<file path="src/rtl/fetch_pkg.sv">
// Package for the fetch stage.
// Holds the fetch-state encoding, the NOP opcode, the vector word addresses
// (reset vector at words 0/1, interrupt vector at words 2/3), the default
// reset PC and a helper that treats anything other than a clean 1 as 0.
// Optional feature macro: FETCH_RESET_VECTOR_EN (reset-vector states only exist
// when it is defined).
package fetch_pkg;

  typedef enum logic [2:0] {
`ifdef FETCH_RESET_VECTOR_EN
    RST_VEC_LO = 3'd0,
    RST_VEC_HI = 3'd1,
`endif
    RUN        = 3'd2,
    INT_VEC_LO = 3'd3,
    INT_VEC_HI = 3'd4
  } fetch_state_t;

  localparam logic [15:0] NOP_OP           = 16'h0000;
  localparam logic [31:0] RST_VEC_LO_ADDR  = 32'h0000_0000;
  localparam logic [31:0] RST_VEC_HI_ADDR  = 32'h0000_0001;
  localparam logic [31:0] INT_VEC_LO_ADDR  = 32'h0000_0002;
  localparam logic [31:0] INT_VEC_HI_ADDR  = 32'h0000_0003;
  localparam logic [31:0] DEFAULT_RESET_PC = 32'h0000_0004;

  // A control line from the interrupt unit counts only when it is exactly 1;
  // x and z (unit absent or tristated) read as inactive.
  function automatic logic is_one(input logic v);
    return (v === 1'b1);
  endfunction

endpackage

</file>
<file path="src/rtl/fetch_stage_if_id_reg.sv">
// IF/ID pipeline register.
// Ports:
//   clk, reset (sync, active-low)  - clock and reset (reset clears to NOP, pc 0, invalid)
//   enable                         - 0 holds every bit
//   load / flush / hold            - update controls, priority flush > hold > load
//   instruction_in, pc_in          - word and address captured on load
//   instruction, pc, valid         - registered outputs to decode
module if_id_reg
  import fetch_pkg::*;
(
  input  logic        clk,
  input  logic        reset,
  input  logic        enable,
  input  logic        load,
  input  logic        flush,
  input  logic        hold,
  input  logic [15:0] instruction_in,
  input  logic [31:0] pc_in,
  output logic [15:0] instruction,
  output logic [31:0] pc,
  output logic        valid
);

  logic [15:0] instruction_r;
  logic [31:0] pc_r;
  logic        valid_r;

  // IF/ID register update: flush inserts a bubble, hold freezes, load captures
  always_ff @(posedge clk) begin
    if (!reset) begin
      instruction_r <= NOP_OP;
      pc_r          <= 32'h0000_0000;
      valid_r       <= 1'b0;
    end else if (!enable) begin
      instruction_r <= instruction_r;
      pc_r          <= pc_r;
      valid_r       <= valid_r;
    end else if (flush) begin
      instruction_r <= NOP_OP;
      pc_r          <= pc_in;
      valid_r       <= 1'b0;
    end else if (hold) begin
      instruction_r <= instruction_r;
      pc_r          <= pc_r;
      valid_r       <= valid_r;
    end else if (load) begin
      instruction_r <= instruction_in;
      pc_r          <= pc_in;
      valid_r       <= 1'b1;
    end else begin
      instruction_r <= instruction_r;
      pc_r          <= pc_r;
      valid_r       <= valid_r;
    end
  end

  assign instruction = instruction_r;
  assign pc          = pc_r;
  assign valid       = valid_r;

endmodule

</file>
<file path="src/rtl/fetch_stage.sv">
// Instruction fetch stage with reset/interrupt vector loading.
// Ports:
//   clk, reset (sync, active-low), enable (0 = hold everything)
//   icu_req, icu_stall, icu_instruction, icu_pc_load - interrupt unit controls
//   hazard_stall, branch_taken, branch_target        - later-stage controls
//   imem_addr (comb), imem_data                      - instruction memory port
//   if_id_instruction, if_id_pc, if_id_valid         - registered IF/ID outputs
//   saved_pc                                         - return address for PUSH PC
// Macro FETCH_RESET_VECTOR_EN: when defined, reset fetches the start PC from
// words 0/1; otherwise reset starts fetching at DEFAULT_RESET_PC directly.
module fetch_stage
  import fetch_pkg::*;
(
  input  logic        clk,
  input  logic        reset,
  input  logic        enable,
  input  logic        icu_req,
  input  logic        icu_stall,
  input  logic [15:0] icu_instruction,
  input  logic        icu_pc_load,
  input  logic        hazard_stall,
  input  logic        branch_taken,
  input  logic [31:0] branch_target,
  output logic [31:0] imem_addr,
  input  logic [15:0] imem_data,
  output logic [15:0] if_id_instruction,
  output logic [31:0] if_id_pc,
  output logic        if_id_valid,
  output logic [31:0] saved_pc
);

`ifdef FETCH_RESET_VECTOR_EN
  localparam fetch_state_t RESET_STATE = RST_VEC_LO;
  localparam logic [31:0]  RESET_PC    = 32'h0000_0000;
`else
  localparam fetch_state_t RESET_STATE = RUN;
  localparam logic [31:0]  RESET_PC    = DEFAULT_RESET_PC;
`endif

  fetch_state_t state_r;
  logic [31:0]  pc_r;
  logic [31:0]  saved_pc_r;

  logic         req_s;
  logic         stall_s;
  logic         run_s;
  logic         load_s;
  logic         flush_s;
  logic         hold_s;
  logic [15:0]  load_instr_s;
  logic [31:0]  pc_next_s;
  logic [31:0]  saved_next_s;

  assign req_s   = is_one(icu_req);
  assign stall_s = is_one(icu_stall);
  assign run_s   = (state_r == RUN);

  // RUN-state decode: next PC and IF/ID control, highest priority first
  always_comb begin
    pc_next_s    = pc_r;
    load_s       = 1'b0;
    flush_s      = 1'b0;
    hold_s       = 1'b0;
    load_instr_s = imem_data;
    if (!run_s) begin
      flush_s = 1'b1;
    end else if (icu_pc_load) begin
      flush_s = 1'b1;
    end else if (branch_taken) begin
      flush_s   = 1'b1;
      pc_next_s = branch_target;
    end else if (hazard_stall) begin
      hold_s = 1'b1;
    end else if (stall_s) begin
      flush_s = 1'b1;
    end else if (req_s) begin
      load_s       = 1'b1;
      load_instr_s = icu_instruction;
    end else begin
      load_s    = 1'b1;
      pc_next_s = pc_r + 32'd1;
    end
  end

  // Return-address tracking: saved_pc follows the next PC (first address not
  // yet fetched) and is frozen during an injection window except for branches.
  always_comb begin
    saved_next_s = saved_pc_r;
    if (!run_s) begin
      saved_next_s = saved_pc_r;
    end else if (req_s || stall_s) begin
      if (branch_taken) begin
        saved_next_s = branch_target;
      end else begin
        saved_next_s = saved_pc_r;
      end
    end else if (hazard_stall && !icu_pc_load && !branch_taken) begin
      saved_next_s = saved_pc_r;
    end else begin
      saved_next_s = pc_next_s;
    end
  end

  // Memory address: vector word in vector states, PC otherwise
  always_comb begin
    imem_addr = pc_r;
    case (state_r)
`ifdef FETCH_RESET_VECTOR_EN
      RST_VEC_LO: imem_addr = RST_VEC_LO_ADDR;
      RST_VEC_HI: imem_addr = RST_VEC_HI_ADDR;
`endif
      INT_VEC_LO: imem_addr = INT_VEC_LO_ADDR;
      INT_VEC_HI: imem_addr = INT_VEC_HI_ADDR;
      RUN:        imem_addr = pc_r;
      default:    imem_addr = pc_r;
    endcase
  end

  // Fetch state machine, PC and saved_pc registers
  always_ff @(posedge clk) begin
    if (!reset) begin
      state_r    <= RESET_STATE;
      pc_r       <= RESET_PC;
      saved_pc_r <= 32'h0000_0000;
    end else if (enable) begin
      case (state_r)
`ifdef FETCH_RESET_VECTOR_EN
        RST_VEC_LO: begin
          pc_r[15:0] <= imem_data;
          state_r    <= RST_VEC_HI;
        end
        RST_VEC_HI: begin
          pc_r[31:16] <= imem_data;
          state_r     <= RUN;
        end
`endif
        INT_VEC_LO: begin
          pc_r[15:0] <= imem_data;
          state_r    <= INT_VEC_HI;
        end
        INT_VEC_HI: begin
          pc_r[31:16] <= imem_data;
          state_r     <= RUN;
        end
        RUN: begin
          pc_r       <= pc_next_s;
          saved_pc_r <= saved_next_s;
          if (icu_pc_load) begin
            state_r <= INT_VEC_LO;
          end else begin
            state_r <= RUN;
          end
        end
        default: begin
          state_r <= RUN;
        end
      endcase
    end else begin
      state_r    <= state_r;
      pc_r       <= pc_r;
      saved_pc_r <= saved_pc_r;
    end
  end

  if_id_reg u_if_id_reg (
    .clk            (clk),
    .reset          (reset),
    .enable         (enable),
    .load           (load_s),
    .flush          (flush_s),
    .hold           (hold_s),
    .instruction_in (load_instr_s),
    .pc_in          (pc_r),
    .instruction    (if_id_instruction),
    .pc             (if_id_pc),
    .valid          (if_id_valid)
  );

  assign saved_pc = saved_pc_r;

endmodule

</file>
<file path="config.mk">
export PLATFORM = sky130hd
export DESIGN_NAME = fetch_stage
export DESIGN_NICKNAME = d
export VERILOG_FILES = /design/src/rtl/fetch_pkg.sv /design/src/rtl/fetch_stage_if_id_reg.sv /design/src/rtl/fetch_stage.sv
export SDC_FILE = /design/constraint.sdc
export NUM_CORES = 1
export LEC_CHECK = 0
export ABC_AREA = 1
export CORE_ASPECT_RATIO = 1.4
export CORE_MARGIN = 2
export CORE_UTILIZATION = 44
export CTS_CLUSTER_DIAMETER = 30
export DETAILED_ROUTE_END_ITERATION = 16
export HOLD_SLACK_MARGIN = 0.15
export MAX_ROUTING_LAYER = met4
export PLACE_DENSITY = 0.74
export SYNTH_ARGS = -nofsm -noshare
export SYNTH_HDL_FRONTEND = slang
export SYNTH_HIERARCHICAL = 1
export SYNTH_SLANG_ARGS = --single-unit
</file>
<file path="constraint.sdc">
create_clock -name clk -period 2.77 [get_ports clk]
set_input_delay 0.4155 -clock clk [delete_from_list [all_inputs] [get_ports clk]]
set_output_delay 0.4155 -clock clk [all_outputs]
set_load 0.01 [all_outputs]
</file>
==> results by group, run 1 <==
Status
  • Status: finished clean

GRT
  • GRT Residual Overflow: 0
  • Pin count of the biggest net entering global routing: 53
  • Global Route Usage Sum: 0.310
  • Antenna violations before repair: 0
  • Vias in the first global route: 7322
  • First-pass GRT wire length: 39300 um

Logic synthesis
  • Flops & latches, synth: 116
  • Post-Synthesis Cells: 1096
  • Post-synthesis sequential area ratio: 0.334
  • Synthesized area per cell: 6.34 um^2
  • Syn Nets: 1169
  • Synth Cell Area: 6950 um^2
  • Unique masters post-synth: 40
  • Synth warn: 6

Routing
  • Detail Route Antenna Nets: 0
  • DR iter-0 viols: 940
  • Vias: 7852
  • Avg WL per Cell: 17.3 um
  • DRC viols: 0
  • Detailed Routing Iterations Pass 1: 6
  • Post-Route WL: 25400 um
  • Via density: 5.34

Die
  • Core area: 15500 um^2
  • IO Pins: 185
  • Initial core utilization: 0.447
  • Die footprint: 16800 um^2
  • Die Y: 153 um
  • Die W: 110 um
  • Core Rows: 54

Worst hold path
  • Hold path start: reset
  • Hold WC Path Type: input pin to register

Clocking
  • Postcts setup bufs: 0
  • Max Buffers Root-to-Sink: 2
  • CTS Hold Bufs: 0
  • Worst-skew pair later-pin latency: 420 ps
  • Max H-tree Level: 4
  • CTS Buf Count: 17
  • Clock root buffer: clkbuf_16
  • # clock sinks: 116
  • Clock Pin Slew Worst Setup and Hold Paths: 60 ps
  • CTS tree: done

Pwr
  • P per Cell Area: 592 nW/um^2
  • Max VDD drop: 0.357 mV
  • Leak: 3.95 nW
  • Pwr Total: 5.62 mW

Worst setup path
  • Delay of the slowest critical-path stage: 560 ps
  • CP Buf/Inv Count: 4
  • Critical path's top delay family: buffers and inverters
  • CP arrival: 2150 ps
  • CP Data Required Time: 2350 ps
  • Nature of the critical path endpoint: primary output
  • Worst Setup SP: state_r[0]$_SDFFE_PN0P_
  • Crit path launch type: register
  • Critical path peak fanout: 15
  • RR Startpoint: pc_r[5]$_SDFFE_PN0P_
  • CP Class: register to primary output
  • Crit-path cells: inv_1, nand2_1, nor2_1, inv_1, nand2_2, buf_4, nor2_1, clkdlybuf4s50_1
  • Crit-path slowest cell: clkdlybuf4s50_1

STA
  • Fin crit period: 2560 ps
  • Setup TNS: 0 ps
  • Worst relative slew slack: 0.587
  • Period utilization: 0.925
  • Worst-margin pin slew: 619 ps
  • Endpoints failing setup: 0
  • Max-slew violations: 0
  • Fin Clk Skew: 15.7 ps
  • RSZ-0062 raised after global routing: no
  • Hold Vio Cnt, Final: 0
  • FMAX: 390 MHz

Flow run
  • MaxCap Viol Count: 0

Finish
  • Most common cell after layout, fill and taps aside: nand2_1
  • Nets@finish: 1335
  • N_diodes: 0
  • Share of post-route cells with drive strength above 1: 0.0746
  • Commonest non-fill, non-tap cells in the layout: nand2_1 (264), clkdlybuf4s50_1 (183), nor2_1 (179)
  • Area grow syn2layout: 36.6%

Placement
  • Post-DP HPWL: 19100 um
  • RePlAce Congestion: 0.997
  • I/O Buffers: 184
[where the power goes]
| part | internal [mW] | switching, mW | leakage, nW | total, mW |
|---|---|---|---|---|
| clock | 1.51 | 0.889 | 0.301 | 2.40 |
| combinational | 0.566 | 0.689 | 2.69 | 1.25 |
| sequential | 1.81 | 0.150 | 0.957 | 1.96 |
[synthesized netlist by cell type, drive strengths merged]
master	n	area, um^2
o211ai	7	52.6
a21oi	102	510
and2	1	6.26
ha	1	12.5
nand4	6	37.5
a221oi	1	8.76
buf	26	206
a31oi	9	56.3
a22oi	4	30.0
o21bai	5	37.5
nor2	192	787
inv	128	483
nand3	60	333
o21a	1	7.51
nand2	272	1050
o22ai	12	75.1
o21ai	89	445
o221ai	1	8.76
o2111ai	1	26.3
nor4	1	21.3
xor2	8	70.1
dfxtp	116	2320
mux2	16	180
clkbuf	32	150
nor3	5	25.0
[cell type report]
type                    count  area, um^2
clock buffers              17         425
clock inverters            14         204
well taps                 196         245
repair buffers            205        2020
inverters                 128         483
flip-flops and latches    116        2320
multi-input cells         794        3790
fillers                  1523        6050
[layer usage]
| layer | global-route usage | vias to the layer above | routed length, um |
|---|---|---|---|
| li1 | - | 3858 | - |
| met1 | 0.403 | 3487 | 10500 |
| met5 | - | - | 0 |
| met3 | 0.0462 | 77 | 2290 |
| met2 | 0.474 | 430 | 11500 |
| met4 | 0.135 | 0 | 1110 |
[worst paths after layout]
path         cells past startpoint                               to  slack (ps)
max                              8                    imem_addr[16]         210
max reg2reg                      8         saved_pc[9]$_SDFFE_PN0P_         580
min                              3  u_if_id_reg/pc[26]$_SDFFE_PN0P_         350
min reg2reg                      2        saved_pc[25]$_SDFFE_PN0P_         460
[state kept, by name (all words and copies together), names as in the netlist]
signal,cells
state_r,3
u_if_id_reg/instruction,16
saved_pc,32
pc_r,32
u_if_id_reg/pc,32
u_if_id_reg/valid,1
[kinds of logic (layout without fill, tap and decap cells)]
family / after synthesis / after routing / synth area share
xor+xnor: 8 / 8 / 0.0101
fa+ha+maj: 1 / 1 / 0.00180
compound gates: 232 / 232 / 0.181
flops: 116 / 116 / 0.334
mux: 16 / 16 / 0.0259
buf+inv: 186 / 364 / 0.121
simple gates: 537 / 537 / 0.326
[tightest hold or removal path, cell delays in order]
cell,delay [ps]
buf_2,180
nand2_1,90
nor2_1,30
[stage by stage]
step                hold slack, ps  setup slack, ps  cells   util  instance area, um^2
floorplan                      459              885   1096      -                 6950
global placement               457              276   1439  0.570                 8850
detailed placement             458              252   1439  0.570                 8850
CTS                            344              124   1470  0.610                 9480
global route                   359             38.3   1470  0.610                 9490
finish                         350              207   1470  0.610                 9490
[repair_timing]
| item | CTS | global route |
|---|---|---|
| endpoints found under the hold margin | 0 | 0 |
| gates resized for setup | 0 | 1 |
| setup endpoints to repair | 0 | 1 |
No activity file was read; power rests on OpenSTA's default activity.
==> run 2: changes to the inputs <==
DONT_BUFFER_PORTS = 1   (was default)
PLACE_DENSITY = 0.59   (was 0.74)
==> run 2 against run 1 <==
  * Utilization fell by 12 points
  * Largest cell class unchanged
  * First-iteration DRC count fell by 27%
  * Sequential share of layout area rose by 6.0 points
  * Register-to-register slack got worse by 80 ps
==> results by group, run 2 (same netlist as run 1, synthesis figures left out) <==
Status
  • Status: finished clean

STA
  • FMAX: 410 MHz
  • Period utilization: 0.880
  • Fin Clk Skew: 10.9 ps
  • Worst Hold Slack: 163 ps
  • RSZ-0062 raised after global routing: no
  • Setup TNS: 0 ps
  • Worst relative slew slack: 0.227
  • Hold Vio Cnt, Final: 0
  • Max-slew violations: 0
  • Endpoints failing setup: 0
  • Fin crit period: 2440 ps
  • Worst-margin pin slew: 1160 ps

Finish
  • Commonest non-fill, non-tap cells in the layout: nand2_1 (265), nor2_1 (179), inv_1 (120)
  • Most common cell after layout, fill and taps aside: nand2_1
  • Share of post-route cells with drive strength above 1: 0.0808
  • Nets@finish: 1149
  • Area grow syn2layout: 9.62%
  • N_diodes: 0
  • Layout Cells excl Fill: 1285

Routing
  • Detail Route Antenna Nets: 0
  • Post-Route WL: 24500 um
  • DRC viols: 0
  • DR iter-0 viols: 685
  • Avg WL per Cell: 19.1 um
  • Detailed Routing Iterations Pass 1: 6
  • Via density: 5.35
  • Vias: 6878

Die
  • Core Rows: 54
  • Die footprint: 16800 um^2
  • Initial core utilization: 0.447
  • Die W: 110 um
  • IO Pins: 185
  • Core area: 15500 um^2
  • Die Y: 153 um

Placement
  • I/O Buffers: 0
  • RePlAce Congestion: 0.941
  • Total placed cells including tap cells: 1249
  • Post-DP HPWL: 18200 um

Worst hold path
  • Hold WC Path Type: input pin to register

Worst setup path
  • Nature of the critical path endpoint: primary output
  • Critical path peak fanout: 17
  • Crit path launch type: register
  • CP arrival: 2020 ps
  • CP Data Required Time: 2350 ps
  • CP Class: register to primary output

Clocking
  • Max H-tree Level: 4
  • CTS tree: done
  • Worst-skew pair later-pin latency: 430 ps
  • Postcts setup bufs: 0
  • Post-cts sizing count: 0
  • Clock Pin Slew Worst Setup and Hold Paths: 60 ps
  • Clock root buffer: clkbuf_16
  • # clock sinks: 116
  • CTS Buf Count: 17
  • Max Buffers Root-to-Sink: 2

Pwr
  • Pwr Total: 5.13 mW
  • P per Cell Area: 673 nW/um^2
  • Max VDD drop: 0.342 mV
  • Leak: 3.25 nW

Flow run
  • MaxCap Viol Count: 0

GRT
  • Antenna violations before repair: 0
  • Pin count of the biggest net entering global routing: 56
  • GRT Residual Overflow: 0
  • First-pass GRT wire length: 36700 um
  • Global Route Usage Sum: 0.299
  • Vias in the first global route: 6407
[run 2: critical path, stage by stage, from the launching register on]
cell and delay (ps):
dfxtp_1 370, inv_1 80, nand2_1 60, nor2_1 40, inv_1 100, nand2_1 340
buf_4 340, nor2_1 260
[run 2: layer usage]
metal	GRT usage	wire length (um)	vias to the layer above
met5	-	0	-
met4	0.105	725	0
met3	0.0620	1860	40
met2	0.450	11000	294
met1	0.394	11000	3068
li1	-	-	3476
[run 2: stage by stage]
step	utilization	worst slack (ps)	area (um^2)
floorplan	-	885	6950
global placement	0.448	565	6960
detailed placement	0.448	535	6960
CTS	0.490	339	7610
global route	0.490	147	7610
finish	0.490	332	7610
[run 2: power by group]
group | internal (mW) | switching [mW]
logic | 0.252 | 0.542
registers | 1.81 | 0.203
clock network | 1.42 | 0.892
total | 3.49 | 1.64
[run 2: cell type report]
cell class / instances / area, um^2
flip-flops and latches: 116 / 2320
clock inverters: 14 / 175
clock buffers: 18 / 429
fillers: 1711 / 7930
repair buffers: 19 / 175
multi-input cells: 794 / 3780
inverters: 128 / 483
well taps: 196 / 245
[run 2: final timing paths]
kind / start / endpoint / slack (ps) / depth (start not counted)
setup / recovery: state_r[0]$_SDFFE_PN0P_ / imem_addr[18] / 330 / 7
hold / removal: enable / state_r[0]$_SDFFE_PN0P_ / 160 / 2
setup reg to reg: state_r[1]$_SDFFE_PN1P_ / saved_pc[14]$_SDFFE_PN0P_ / 500 / 8
hold reg to reg: state_r[1]$_SDFFE_PN1P_ / state_r[1]$_SDFFE_PN1P_ / 500 / 2
[run 2: what timing repair did]
| item | CTS | global route |
|---|---|---|
| hold endpoints to repair | 55 | 0 |
| hold buffers | 4 | 0 |
| endpoints found under the setup margin | 0 | 0 |
